[src/rtl/servo_slew_driver.sv]
// Dual hobby-servo driver: latches clamped target angles, slews each axis one degree
// per STEP_FRAMES PWM frames, and emits one pulse per frame on each servo output.
module servo_slew_driver #(
  parameter int TICKS_PER_US = 50,
  parameter int PERIOD_US    = 20000,
  parameter int MIN_US       = 500,
  parameter int US_PER_DEG   = 11,
  parameter int STEP_FRAMES  = 1
) (
  input  logic       clk,
  input  logic       rst,
  input  logic       load,
  input  logic [7:0] tgt_base,
  input  logic [7:0] tgt_arm,
  output logic       pwm_base,
  output logic       pwm_arm,
  output logic [7:0] cur_base,
  output logic [7:0] cur_arm,
  output logic       settled
);

  localparam int PW = (TICKS_PER_US > 1) ? $clog2(TICKS_PER_US) : 1;
  localparam int SW = (STEP_FRAMES > 1) ? $clog2(STEP_FRAMES) : 1;
  localparam logic [PW-1:0] PRESC_LAST = PW'(TICKS_PER_US - 1);
  localparam logic [15:0]   FRAME_LAST = 16'(PERIOD_US - 1);
  localparam logic [SW-1:0] SCNT_LAST  = SW'(STEP_FRAMES - 1);
  localparam logic [7:0]    MAX_DEG    = 8'd180;

  typedef enum logic {IDLE, SLEW} state_t;

  state_t        state_q, state_d;
  logic [PW-1:0] presc;
  logic [15:0]   fcnt;
  logic [15:0]   width_base, width_arm;
  logic [SW-1:0] scnt_q, scnt_d;
  logic [7:0]    tgt_base_q, tgt_arm_q, tgt_base_d, tgt_arm_d;
  logic [7:0]    cur_base_d, cur_arm_d;
  logic          us_tick, frame_start, step_now;

  function automatic logic [7:0] clamp_deg(input logic [7:0] deg);
    return (deg > MAX_DEG) ? MAX_DEG : deg;
  endfunction

  function automatic logic [7:0] toward(input logic [7:0] cur, input logic [7:0] tgt);
    logic [7:0] nxt;
    nxt = cur;
    if (cur < tgt) nxt = cur + 8'd1;
    else if (cur > tgt) nxt = cur - 8'd1;
    return nxt;
  endfunction

  function automatic logic [15:0] width_of(input logic [7:0] deg);
    return 16'(MIN_US) + 16'(deg) * 16'(US_PER_DEG);
  endfunction

  assign us_tick     = (presc == PRESC_LAST);
  assign frame_start = us_tick && (fcnt == FRAME_LAST);
  assign step_now    = (state_q == SLEW) && frame_start && (scnt_q == SCNT_LAST);
  assign settled     = (state_q == IDLE);

  // NOTE: sequential state uses non-blocking assignments so every register samples pre-edge values.
  always_ff @(posedge clk) begin
    if (rst) begin
      presc <= '0;
      fcnt  <= '0;
    end else if (us_tick) begin
      presc <= '0;
      fcnt  <= (fcnt == FRAME_LAST) ? 16'd0 : fcnt + 16'd1;
    end else begin
      presc <= presc + PW'(1);
    end
  end

  // Widths only change on the frame boundary, so a pulse is never cut or stretched mid-frame.
  always_ff @(posedge clk) begin
    if (rst) begin
      width_base <= 16'(MIN_US);
      width_arm  <= 16'(MIN_US);
      pwm_base   <= 1'b0;
      pwm_arm    <= 1'b0;
    end else begin
      if (frame_start) begin
        width_base <= width_of(cur_base);
        width_arm  <= width_of(cur_arm);
      end
      pwm_base <= (fcnt < width_base);
      pwm_arm  <= (fcnt < width_arm);
    end
  end

  always_ff @(posedge clk) begin
    if (rst) begin
      state_q    <= IDLE;
      scnt_q     <= '0;
      tgt_base_q <= '0;
      tgt_arm_q  <= '0;
      cur_base   <= '0;
      cur_arm    <= '0;
    end else begin
      state_q    <= state_d;
      scnt_q     <= scnt_d;
      tgt_base_q <= tgt_base_d;
      tgt_arm_q  <= tgt_arm_d;
      cur_base   <= cur_base_d;
      cur_arm    <= cur_arm_d;
    end
  end

  // NOTE: every always_comb output gets a default first, so no path can infer a latch.
  always_comb begin
    state_d    = state_q;
    scnt_d     = scnt_q;
    tgt_base_d = tgt_base_q;
    tgt_arm_d  = tgt_arm_q;
    cur_base_d = cur_base;
    cur_arm_d  = cur_arm;

    if ((state_q == SLEW) && frame_start) scnt_d = step_now ? '0 : scnt_q + SW'(1);

    // A step always uses the targets held before this cycle; a coincident load lands afterwards.
    if (step_now) begin
      cur_base_d = toward(cur_base, tgt_base_q);
      cur_arm_d  = toward(cur_arm, tgt_arm_q);
    end

    if (load) begin
      tgt_base_d = clamp_deg(tgt_base);
      tgt_arm_d  = clamp_deg(tgt_arm);
    end

    case (state_q)
      IDLE: if ((tgt_base_d != cur_base_d) || (tgt_arm_d != cur_arm_d)) state_d = SLEW;
      SLEW: if ((tgt_base_d == cur_base_d) && (tgt_arm_d == cur_arm_d)) state_d = IDLE;
      default: state_d = IDLE;
    endcase
  end

endmodule

[config.mk]
export PLATFORM = sky130hd
export DESIGN_NAME = servo_slew_driver
export DESIGN_NICKNAME = d
export VERILOG_FILES = /design/src/rtl/servo_slew_driver.sv
export SDC_FILE = /design/constraint.sdc
export NUM_CORES = 1
export LEC_CHECK = 0
export ABC_AREA = 1
export BUFFER_PORTS_ARGS = -buffer_cell sky130_fd_sc_hd__buf_4
export CAP_MARGIN = 10
export CORE_ASPECT_RATIO = 0.75
export CORE_MARGIN = 2
export CORE_UTILIZATION = 68
export DETAILED_ROUTE_END_ITERATION = 12
export PLACE_DENSITY = 0.87
export SYNTH_ARGS = -nofsm -noshare
export SYNTH_HDL_FRONTEND = slang
export SYNTH_SLANG_ARGS = --single-unit
[constraint.sdc]
create_clock -name clk -period 10.75 [get_ports clk]
set_clock_uncertainty 0.15 [all_clocks]
set_input_delay 2.15 -clock clk [delete_from_list [all_inputs] [get_ports clk]]
set_output_delay 2.15 -clock clk [all_outputs]
set_load 0.01 [all_outputs]
# --- Word-level counts from Yosys, hierarchy flattened ---
# Cells that the tools add are included.
# Widths: inputs -> output; s select.
classes:
  addsub: 9
  mul: 2
  n_lt_le_gt_ge: 8
  n_eq_ne: 6
  n_mux: 15
  bitwise: 2
  n_reduce_logical: 6
ops:
  columns: ["op", "count"]
  rows:
  - ["$mux 8", 10]
  - ["$lt 16x16->1", 2]
  - ["$add 9x12->13 const A", 2]
  - ["$mul 8x4->12 const B", 2]
  - ["$add 16x1->16 const B", 1]
  - ["$add 8x1->8 const B", 2]
  - ["$eq 16x15->1 const B", 1]
  - ["$eq 8x8->1", 2]
  - ["$gt 8x8->1", 2]
  - ["$gt 8x8->1 const B", 2]
  - ["$lt 8x8->1", 2]
  - ["$mux 16", 1]
  - ["$ne 8x8->1", 2]
  - ["$sub 8x1->8 const B", 2]
  - ["$add 6x1->6 const B", 1]
  - ["$eq 6x6->1 const B", 1]
  - ["$logic_and 1x1->1", 4]
  - ["$mux 1", 3]
  - ["$not 1->1", 2]
  - ["$pmux 1 s2", 1]
  - ["$reduce_or 2->1", 1]
  - ["$add 1x1->1 const B", 1]
  - ["$logic_or 1x1->1", 1]
word_totals:
  reg_bits: 90
  in_bits: 19
  output_inout_bits: 19

# --- Longest topological paths before layout ---
# Gate-level depths: netlist of the first run.
logic_depth:
  depth_word: 9
  ltp_mapped: 20

# --- Least setup slack after synthesis of the first run ---
# Ideal clock, no wire load.
synth_timing:
  path_kind: "input to register"
  from: "in load"
  to: "reg state_q"
  arrival_ns: 3.408
  t_required_ns: 10.469
  slack_ns: 7.062
  cell_stages: 12
  n_path_buf: 2
  path_cell_list: "clkbuf_1 -> inv_1 -> clkbuf_1 -> nor2_1 -> a21oi_1 -> inv_1 -> nand3_1 -> nand2_1 -> nor2_1 -> nand2_1 -> nor2_2 -> a21oi_2"
synth_between:
  elab_chain_len: 5
  word_cells_on_any_way: 11
  cone_classes: "eq/ne (4); mux (5); reduce/logical (2)"
synth_rtl:
  columns: ["item", "line_no", "rtl"]
  rows:
  - ["start: declaration", "12", "input logic load,"]
  - ["$mux 8", "126", "if (load) begin"]
  - ["$eq 8x8->1 or $ne 8x8->1 (tied branches)", "133, 132", null]
  - ["$logic_and 1x1->1 or $logic_or 1x1->1 (tied branches)", "133, 132", null]
  - ["$mux 1 (on tied branches)", "133, 132", null]
  - ["$pmux 1 s2 (*)", "131", "case (state_q)"]
  - ["end signal: assignment", "100", "state_q <= state_d;"]
  - ["end: declaration", "31", "state_t state_q, state_d;"]
# Every way passes the cells marked *; elsewhere a longest branch is shown, timed or not.
# A chain may end at the register's enable or synchronous reset.

==> flow_metrics.env, run 1 <==
export IMPL_place_hpwl_um=11800
export IMPL_fin_tns_setup_ns=0
export IMPL_io_buffers=37
export IMPL_timing_fmax_mhz=229
export IMPL_finalSetupViolCount=0
export IMPL_cts_root_buf="clkbuf_16"
export IMPL_p_int_mw=0.503
export IMPL_grt_overflow_total=0
export IMPL_synth_area_leaders="dfxtp_1, ha_1, nand2_1"
export IMPL_grt_antenna_before_repair=0
export IMPL_powerDensity_nw_per_um2=90.8
export IMPL_fin_nets=1137
export IMPL_start_util_pct=70.7
export IMPL_dieWidth_um=120
export IMPL_rsz0062_at_grt="false"
export IMPL_routed_wl_um=15600
export IMPL_syn_num_nets=1103
export IMPL_viasPerCell=5.55
export IMPL_first_pass_iters=6
export IMPL_clk_path_buf_depth=2
export IMPL_seqPwrFrac_pct=46.7
export IMPL_ctsResizeCount=0
export IMPL_drive_gt1_share_pct=8.72
export IMPL_pwr_share_clk_pct=43.5
export IMPL_p_switching_mw=0.181
export IMPL_die_h_um=91.1
export IMPL_worstSetupPathType="primary input to register"
export IMPL_post_route_period_util_pct=40.6
export IMPL_grt_usage_pct=30.4
export IMPL_cts_tree="built"
export IMPL_post_cts_buffers=0
export IMPL_fillers=754
export IMPL_power_total_mw=0.684
export IMPL_r2r_start="cur_base[3]"
export IMPL_status="complete, no violations"
export IMPL_drv_cap=0
export IMPL_final_max_slew_viol_count=0
export IMPL_avgSynthCellArea_um2=7.17
export IMPL_swShare_pct=26.5
export IMPL_diodes=0
export IMPL_core_um2=9740
export IMPL_placed_area_um2=7250
export IMPL_syn_instance_count=959
export IMPL_fin_crit_ns=4.36
export IMPL_cp_data_arrival_time_ns=4.47
export IMPL_num_vias=6276
export IMPL_grt_first_pass_wirelength_um=27000
export IMPL_cp_max_fo=44
export IMPL_grt_pass1_vias=5868
export IMPL_wl_per_cell_um=13.8
export IMPL_whs_ns=0.309
export IMPL_hold_viol=0
export IMPL_clock_sinks=84
export IMPL_synth_seq_cells=84
export IMPL_tightest_slew_ns=0.847
export IMPL_endpoint_kind="register"
export IMPL_drc=0
export IMPL_drt_iter0_drc=440
export IMPL_vdd_ir_drop_max_mv=0.0780
export IMPL_die_area_um2=10900
export IMPL_grt_max_degree=45
export IMPL_cts_buffers=9
export IMPL_yosysWarningCount=0
export IMPL_h_tree_depth=3
export IMPL_postCtsHoldBufs=0
export IMPL_startpoint="rst"
export IMPL_final_common_cell="nand2_1"
export IMPL_num_rows=31
export IMPL_clk_pin_slew_ns=0.06
export IMPL_p_leak_nw=3.94
export IMPL_hold_start="width_arm[4]"
export IMPL_synth_top_cell_area_share_pct=24.4
export IMPL_postRouteAntennaNets=0
export IMPL_synth_largest_area_cell="dfxtp_1"
export IMPL_slew_headroom_pct=43.4
export IMPL_fin_area_um2=7540
export IMPL_cp_start_kind="primary input"
export IMPL_netlist_area_um2=6880
export IMPL_final_core_util_pct=77.4
export IMPL_min_path_type="register to register"
export IMPL_combPwrFrac_pct=9.7
export IMPL_ios=38
export IMPL_required_ns=10.86
export IMPL_most_common_layout_cells="nand2_1, inv_1, ha_1"
export IMPL_clock_latency_ns=0.35
export IMPL_syn_to_final_growth_pct=9.57
export IMPL_gp_congestion=0.961
export IMPL_synth_distinct_cells=45
export IMPL_yosysSeqAreaShare_pct=24.4
==> logic make-up after synthesis <==
group | share of synthesized area, %
XOR/XNOR | 1.02
adder cells (fa/ha/maj) | 24.9
flip-flops | 24.4
AND/OR/NAND/NOR | 28.1
AO/OA/AOI/OAI | 11.1
buffers and inverters | 10.5
==> power groups by stage <==
| stage | Clock (mW) | Combinational [mW] | Sequential, mW |
|---|---|---|---|
| finish | 0.298 | 0.0667 | 0.320 |
| global route | 0.313 | 0.0767 | 0.320 |
| CTS | 0.298 | 0.0656 | 0.320 |
| global placement | 0 | 0.0625 | 0.326 |
| floorplan | 0 | 0.0469 | 0.326 |
| detailed placement | 0 | 0.0646 | 0.327 |
==> critical path, stage by stage <==
cell and delay (ns):
buf_4 0.43, inv_1 0.30, nand2_1 0.71, clkinv_1 0.57, a22oi_1 0.30
==> registers in the layout (all words and copies together) (netlist names), 6 cells and up <==
signal / count
cur_arm: 8
fcnt: 16
presc: 6
tgt_arm_q: 8
width_arm: 13
tgt_base_q: 8
cur_base: 8
width_base: 13
==> metrics by stage <==
| step | setup WS (ns) | cells |
|---|---|---|
| 2_1_floorplan | 7.06 | 959 |
| 3_3_place_gp | 6.27 | 1114 |
| 3_5_place_dp | 6.15 | 1114 |
| 4_1_cts | 6.50 | 1130 |
| 5_1_grt | 6.22 | 1130 |
| 6_report | 6.39 | 1130 |
==> cell type report <==
cell class | count | area, um^2 | area share, %
multi-input cells | 689 | 4480 | 59.4
flip-flops and latches | 84 | 1680 | 22.3
inverters | 172 | 648 | 8.60
repair buffers | 37 | 278 | 3.68
clock buffers | 10 | 239 | 3.17
well taps | 132 | 165 | 2.19
clock inverters | 6 | 47.5 | 0.631
==> synth_stat cells <==
cell and number:
a21oi_2 1, nand2_1 200, o31ai_1 3, inv_1 166, buf_8 1, a21oi_1 57, or2_2 2, nand3_2 7
ha_1 105, o22ai_1 5, xor2_1 4, fa_1 20, a211oi_1 2, nor2_2 5, dfxtp_1 84, buf_1 1
a21boi_0 2, a22oi_1 6, and3_1 1, xnor2_1 4, nand3_4 1, buf_6 1, nand3b_1 1, and2_1 3
o21ai_0 31, nor3_1 11, o21bai_1 1, nor2_8 2, nand2_2 6, a21o_1 3, clkbuf_1 11, o32ai_1 3
nand4_1 16, nand4_4 1, nor2_1 96, nand3_1 67, o2111ai_1 1, o21a_1 10, nor2_4 6, o21ai_1 1
o211ai_1 3, inv_4 1, clkinv_1 3, o221ai_1 2, inv_2 2
==> routing by layer <==
layer  vias to the layer above  GRT usage [%]  routed length, um  part of all wire (%)
met1                      2906           41.7               7150                    46
met4                         0           7.94                225                   1.4
met5                         -              0                  0                     0
met3                        23           6.16               1080                   6.9
met2                       192           48.7               7170                    46
li1                       3155              -                  -                     -
==> path summary, 6_finish.rpt <==
| path | end | slack (ns) | cells past startpoint |
|---|---|---|---|
| max | width_arm[5] | 6.39 | 5 |
| min reg2reg | width_arm[4] | 0.31 | 2 |
| max reg2reg | width_base[11] | 6.75 | 17 |
| min | width_arm[4] | 0.31 | 2 |
Power figures use the tool's default switching activity.
==> run 2, diff against run 1 <==
--- a/config.mk
+++ b/config.mk
@@ -10,9 +10,9 @@
 export CAP_MARGIN = 10
 export CORE_ASPECT_RATIO = 0.75
 export CORE_MARGIN = 2
-export CORE_UTILIZATION = 68
+export CORE_UTILIZATION = 57
 export DETAILED_ROUTE_END_ITERATION = 12
-export PLACE_DENSITY = 0.87
+export PLACE_DENSITY = 0.78
 export SYNTH_ARGS = -nofsm -noshare
 export SYNTH_HDL_FRONTEND = slang
 export SYNTH_SLANG_ARGS = --single-unit
==> constraint.sdc (replaced) <==
create_clock -name clk -period 3.75 [get_ports clk]
set_clock_uncertainty 0.15 [all_clocks]
set_input_delay 0.75 -clock clk [delete_from_list [all_inputs] [get_ports clk]]
set_output_delay 0.75 -clock clk [all_outputs]
set_load 0.01 [all_outputs]
==> run 2 against run 1 <==
  * Combinational power grew to 2.9 times the previous value
  * Critical path depth is 13 higher
  * Sequential power grew to 2.9 times the previous value
  * Global-route usage is 4.3 points lower
  * Hold slack better by 0.0029 ns
  * First-iteration DRC count is 6.1% lower
  * Total power grew to 2.9 times the previous value
  * Cell area is 2.4% higher
  * Die area is 19% higher
  * Routed wire length is 2.3% higher
  * Non-clock buffer count is 19 higher
  * Register-to-register slack worse by 6.5 ns
  * Largest power group unchanged
==> flow_metrics.env, run 2 (synthesis gave the netlist of run 1 again) <==
export IMPL_grt_pass1_vias=5840
export IMPL_rsz0062_at_grt="false"
export IMPL_final_core_util_pct=66.0
export IMPL_clock_latency_ns=0.34
export IMPL_power_total_mw=2.00
export IMPL_cp_start_kind="register"
export IMPL_cp_data_arrival_time_ns=3.59
export IMPL_timing_fmax_mhz=285
export IMPL_drv_cap=0
export IMPL_fillers=1051
export IMPL_slew_headroom_pct=60.1
export IMPL_dpl_cell_count=1163
export IMPL_regMostFlops="fcnt"
export IMPL_cts_buffers=9
export IMPL_grt_usage_pct=26.1
export IMPL_num_rows=34
export IMPL_ff2ff_setup_slack_ns=0.24
export IMPL_grtUsageMet2_pct=40.5
export IMPL_largest_reg_flops=16
export IMPL_grt_antenna_before_repair=0
export IMPL_top_usage_layer="met2"
export IMPL_tightest_slew_ns=0.592
export IMPL_finalSetupViolCount=0
export IMPL_clk_pin_slew_ns=0.07
export IMPL_fin_nets=1156
export IMPL_io_buffers=37
export IMPL_worstReg2RegEnd="width_base[11]"
export IMPL_drive_gt1_share_pct=10.3
export IMPL_drc=0
export IMPL_start_util_pct=58.8
export IMPL_wl_per_cell_um=13.5
export IMPL_cts_tree="built"
export IMPL_h_tree_depth=3
export IMPL_required_ns=3.83
export IMPL_vdd_ir_drop_max_mv=0.265
export IMPL_syn_to_final_growth_pct=12.2
export IMPL_postRouteAntennaNets=0
export IMPL_critPathCapture="width_base[11]"
export IMPL_stdcell_count=1179
export IMPL_grt_overflow_total=0
export IMPL_endpoint_kind="register"
export IMPL_startpoint="cur_base[2]"
export IMPL_reg2reg_depth=18
export IMPL_routed_wl_um=16000
export IMPL_core_um2=11700
export IMPL_status="complete, no violations"
export IMPL_die_h_um=99.1
export IMPL_fin_tns_setup_ns=0
export IMPL_met1_usage_pct=37.5
export IMPL_r2r_start="cur_base[2]"
export IMPL_whs_ns=0.312
export IMPL_drt_iter0_drc=413
export IMPL_gp_congestion=0.877
export IMPL_hold_viol=0
export IMPL_p_leak_nw=4.03
export IMPL_hold_start="width_base[2]"
export IMPL_place_hpwl_um=12200
export IMPL_min_path_type="register to register"
export IMPL_fin_crit_ns=3.51
export IMPL_worstSetupPathType="register to register"
export IMPL_cp_max_fo=3
export IMPL_grtUsageMet3_pct=5.43
export IMPL_cts_root_buf="clkbuf_16"
export IMPL_post_route_period_util_pct=93.5
export IMPL_clk_path_buf_depth=2
export IMPL_top_regs="fcnt (16), width_arm (13), width_base (13)"
export IMPL_dieWidth_um=131
export IMPL_grt_max_degree=45
export IMPL_most_common_layout_cells="nand2_1, inv_1, ha_1"
export IMPL_ios=38
export IMPL_diodes=0
export IMPL_grt_first_pass_wirelength_um=27100
export IMPL_powerDensity_nw_per_um2=259
export IMPL_final_common_cell="nand2_1"
export IMPL_die_area_um2=13000
export IMPL_clock_sinks=84
export IMPL_viasPerCell=5.29
export IMPL_first_pass_iters=5
export IMPL_num_vias=6233
export IMPL_final_max_slew_viol_count=0
==> run 2: where the power goes <==
group | leakage (nW) | switching (mW) | internal [mW]
logic | 3.21 | 0.130 | 0.0636
clock network | 0.139 | 0.376 | 0.514
registers | 0.682 | 0.00901 | 0.907
==> run 2: cell type report <==
| cell class | count | area (um^2) | area share (%) |
|---|---|---|---|
| well taps | 162 | 203 | 2.63 |
| clock inverters | 5 | 52.6 | 0.681 |
| repair buffers | 56 | 420 | 5.44 |
| flip-flops and latches | 84 | 1680 | 21.8 |
| inverters | 172 | 648 | 8.39 |
| clock buffers | 11 | 233 | 3.01 |
| multi-input cells | 689 | 4480 | 58.1 |
==> run 2: per-layer routing <==
metal  routed length [um]  vias to the layer above
li1                     -                     3191
met1                 7900                     2872
met2                 6930                      148
met3                  965                       22
met4                  181                        0
met5                    0                        -
==> run 2: through the flow <==
stage / area (um^2) / setup slack (ns)
after floorplan: 6880 / 0.0798
after global placement: 7430 / 0.218
after detailed placement: 7430 / 0.177
after CTS: 7720 / 0.148
after global routing: 7720 / 0.0167
final: 7720 / 0.243
==> run 2: how the worst min path moves through the flow <==
stage	cells after the start	to	slack [ns]
finish	2	width_base[2]	0.31
global route	2	width_base[2]	0.32
CTS	2	width_base[2]	0.31
detailed placement	2	width_base[2]	0.30
global placement	2	width_base[4]	0.30
floorplan	2	width_arm[2]	0.28
==> run 2: worst max-delay path, cell delays in order (launching register included) <==
cell and delay, ns:
dfxtp_1 0.35, ha_1 0.14, inv_1 0.04, fa_1 0.45, fa_1 0.51, inv_1 0.06, fa_1 0.46, nand3_1 0.10
nand2_1 0.07, nand2_1 0.06, inv_1 0.04, or2_2 0.28, a21oi_2 0.14, nor2_1 0.07, nor2_1 0.08, nor2_1 0.04
o21ai_1 0.13, and3_1 0.17, nor2_1 0.04
==> run 2: repair_timing <==
action / CTS / global route
hold buffers: 0 / 0
endpoints found under the hold margin: 0 / 0
setup endpoints to repair: 0 / 1
resized for setup: 0 / 2
setup buffers: 0 / 0
==> run 3, diff against run 2 <==
--- a/config.mk
+++ b/config.mk
@@ -10,9 +10,9 @@
 export CAP_MARGIN = 10
 export CORE_ASPECT_RATIO = 0.75
 export CORE_MARGIN = 2
-export CORE_UTILIZATION = 57
+export CORE_UTILIZATION = 39
+export CTS_BUF_LIST = sky130_fd_sc_hd__clkbuf_8
 export DETAILED_ROUTE_END_ITERATION = 12
-export PLACE_DENSITY = 0.78
 export SYNTH_ARGS = -nofsm -noshare
 export SYNTH_HDL_FRONTEND = slang
 export SYNTH_SLANG_ARGS = --single-unit
==> run 3 against run 2 <==
  * Worst setup slack got worse by 0.0030 ns
  * Combinational power barely moved
  * Register-to-register slack barely moved
  * Cell area barely moved
  * Global-route usage fell by 7.9 points
  * Sequential cell count did not move
  * Critical path depth did not move
  * Utilization fell by 22 points
  * Maximum frequency barely moved
  * First-iteration DRC count fell by 24%
  * Largest cell class unchanged
  * Largest power group unchanged
==> flow_metrics.env, run 3 (synthesis gave the netlist of run 1 again) <==
export IMPL_drc=0
export IMPL_crit_chain="ha_1, inv_1, fa_1, fa_1, inv_1, fa_1, nand3_1, nand2_1, nand2_1, inv_1, or2_2, a21oi_2, nor2_1, nor2_1, nor2_1, o21ai_1, and3_1, nor2_1"
export IMPL_most_common_layout_cells="nand2_1, inv_1, ha_1"
export IMPL_slew_headroom_pct=61.1
export IMPL_timing_fmax_mhz=285
export IMPL_fin_nets=1157
export IMPL_dieWidth_um=157
export IMPL_clock_sinks=84
export IMPL_worstSetupPathType="register to register"
export IMPL_h_tree_depth=3
export IMPL_rsz0062_at_grt="false"
export IMPL_grt_overflow_total=0
export IMPL_post_cts_buffers=0
export IMPL_p_switching_mw=0.485
export IMPL_fin_crit_ns=3.51
export IMPL_fin_area_um2=7730
export IMPL_ff2ff_setup_slack_ns=0.24
export IMPL_viasPerCell=4.80
export IMPL_final_common_cell="nand2_1"
export IMPL_gp_congestion=0.826
export IMPL_endpoint_kind="register"
export IMPL_status="complete, no violations"
export IMPL_cts_root_buf="clkbuf_8"
export IMPL_placed_area_um2=7540
export IMPL_cts_buffers=9
export IMPL_top_regs="fcnt (16), width_arm (13), width_base (13)"
export IMPL_path_buf_inv=3
export IMPL_p_leak_nw=4.01
export IMPL_ios=38
export IMPL_grt_first_pass_wirelength_um=27300
export IMPL_num_rows=42
export IMPL_cts_tree="built"
export IMPL_finalSetupViolCount=0
export IMPL_min_path_type="register to register"
export IMPL_place_hpwl_um=12800
export IMPL_hold_viol=0
export IMPL_syn_to_final_growth_pct=12.3
export IMPL_diodes=0
export IMPL_grt_antenna_before_repair=0
export IMPL_grt_usage_pct=18.2
export IMPL_cp_max_fo=2
export IMPL_hold_start="width_base[2]"
export IMPL_cp_data_arrival_time_ns=3.63
export IMPL_vdd_ir_drop_max_mv=0.145
export IMPL_clk_path_buf_depth=2
export IMPL_worstHoldPathCells=2
export IMPL_num_vias=6040
export IMPL_clock_latency_ns=0.38
export IMPL_fin_tns_setup_ns=0
export IMPL_largest_reg_flops=16
export IMPL_first_pass_iters=4
export IMPL_post_route_period_util_pct=93.6
export IMPL_worstReg2RegEnd="width_base[11]"
export IMPL_die_area_um2=18700
export IMPL_tightest_slew_ns=0.577
export IMPL_pwr_share_clk_pct=37.4
export IMPL_slowest_stage="fa_1"
export IMPL_seqPwrFrac_pct=51.7
export IMPL_p_int_mw=1.28
export IMPL_drv_cap=0
export IMPL_crit_path_max_incr_delay_ns=0.51
export IMPL_swShare_pct=27.4
export IMPL_min_to="width_base[2]"
export IMPL_grt_max_degree=45
export IMPL_cp_start_kind="register"
export IMPL_powerDensity_nw_per_um2=229
export IMPL_postRouteAntennaNets=0
export IMPL_cpMostUsedCell="nor2_1"
export IMPL_die_h_um=119
export IMPL_clk_pin_slew_ns=0.08
export IMPL_required_ns=3.87
export IMPL_reg2reg_depth=18
export IMPL_power_total_mw=1.77
export IMPL_start_util_pct=39.4
export IMPL_regMostFlops="fcnt"
export IMPL_drive_gt1_share_pct=10.3
export IMPL_postCtsHoldBufs=0
export IMPL_drt_iter0_drc=315
export IMPL_wl_per_cell_um=12.9
export IMPL_combPwrFrac_pct=10.9
export IMPL_final_max_slew_viol_count=0
export IMPL_io_buffers=37
export IMPL_grt_pass1_vias=5516
export IMPL_core_um2=17400
export IMPL_r2r_start="cur_base[0]"
export IMPL_routed_wl_um=16200
export IMPL_cp_top_family="adder cells"
run 3: worst max-delay path by stage:
stage	from	end	slack, ns	cells past startpoint
after floorplan	cur_base[2]	width_base[11]	0.08	18
after global placement	cur_base[2]	width_base[11]	0.20	18
after detailed placement	cur_base[2]	width_base[11]	0.17	18
after CTS	cur_base[2]	width_base[11]	0.14	18
after global routing	cur_base[2]	width_base[11]	0.02	18
final	cur_base[0]	width_base[11]	0.24	18
run 3: area by class of cell:
| type | count | area [um^2] |
|---|---|---|
| fillers | 1879 | 9720 |
| multi-input cells | 689 | 4480 |
| flip-flops and latches | 84 | 1680 |
| inverters | 172 | 648 |
| repair buffers | 57 | 428 |
| well taps | 242 | 303 |
| clock buffers | 10 | 138 |
| clock inverters | 5 | 46.3 |
run 3: tightest hold or removal path, delay by kind of cell (launching register included):
family | cells | cell delay (ns)
AO/OA/AOI/OAI | 1 | 0.06
buffers and inverters | 1 | 0.06
flip-flops | 1 | 0.30
run 3: power groups by stage:
stage               clock network (mW)  registers, mW  logic, mW
floorplan                            0          0.934      0.134
detailed placement                   0          0.936      0.193
finish                           0.661          0.915      0.193
global placement                     0          0.936      0.193
CTS                              0.688          0.915      0.194
global route                     0.722          0.917      0.225
run 3: repair_timing:
action | in CTS | in global routing
gates resized for setup | 0 | 3
endpoints found under the setup margin | 0 | 1
hold endpoints to repair | 0 | 0
run 3: metal layers:
layer	track usage, %	part of all wire [%]	up-vias
met1	28.1	55	2758
li1	-	-	3187
met4	3.13	0.64	0
met5	0	0	-
met3	4.15	4.2	9
met2	25.9	40	86
run 3: metrics by stage:
stage	util (%)	cells	worst slack [ns]	hold slack, ns
6_report	44.3	1259	0.240	0.312
5_1_grt	44.3	1259	0.0182	0.337
4_1_cts	44.3	1259	0.137	0.314
3_5_place_dp	43.2	1244	0.166	0.302
3_3_place_gp	43.2	1244	0.205	0.298
2_1_floorplan	-	959	0.0798	0.283
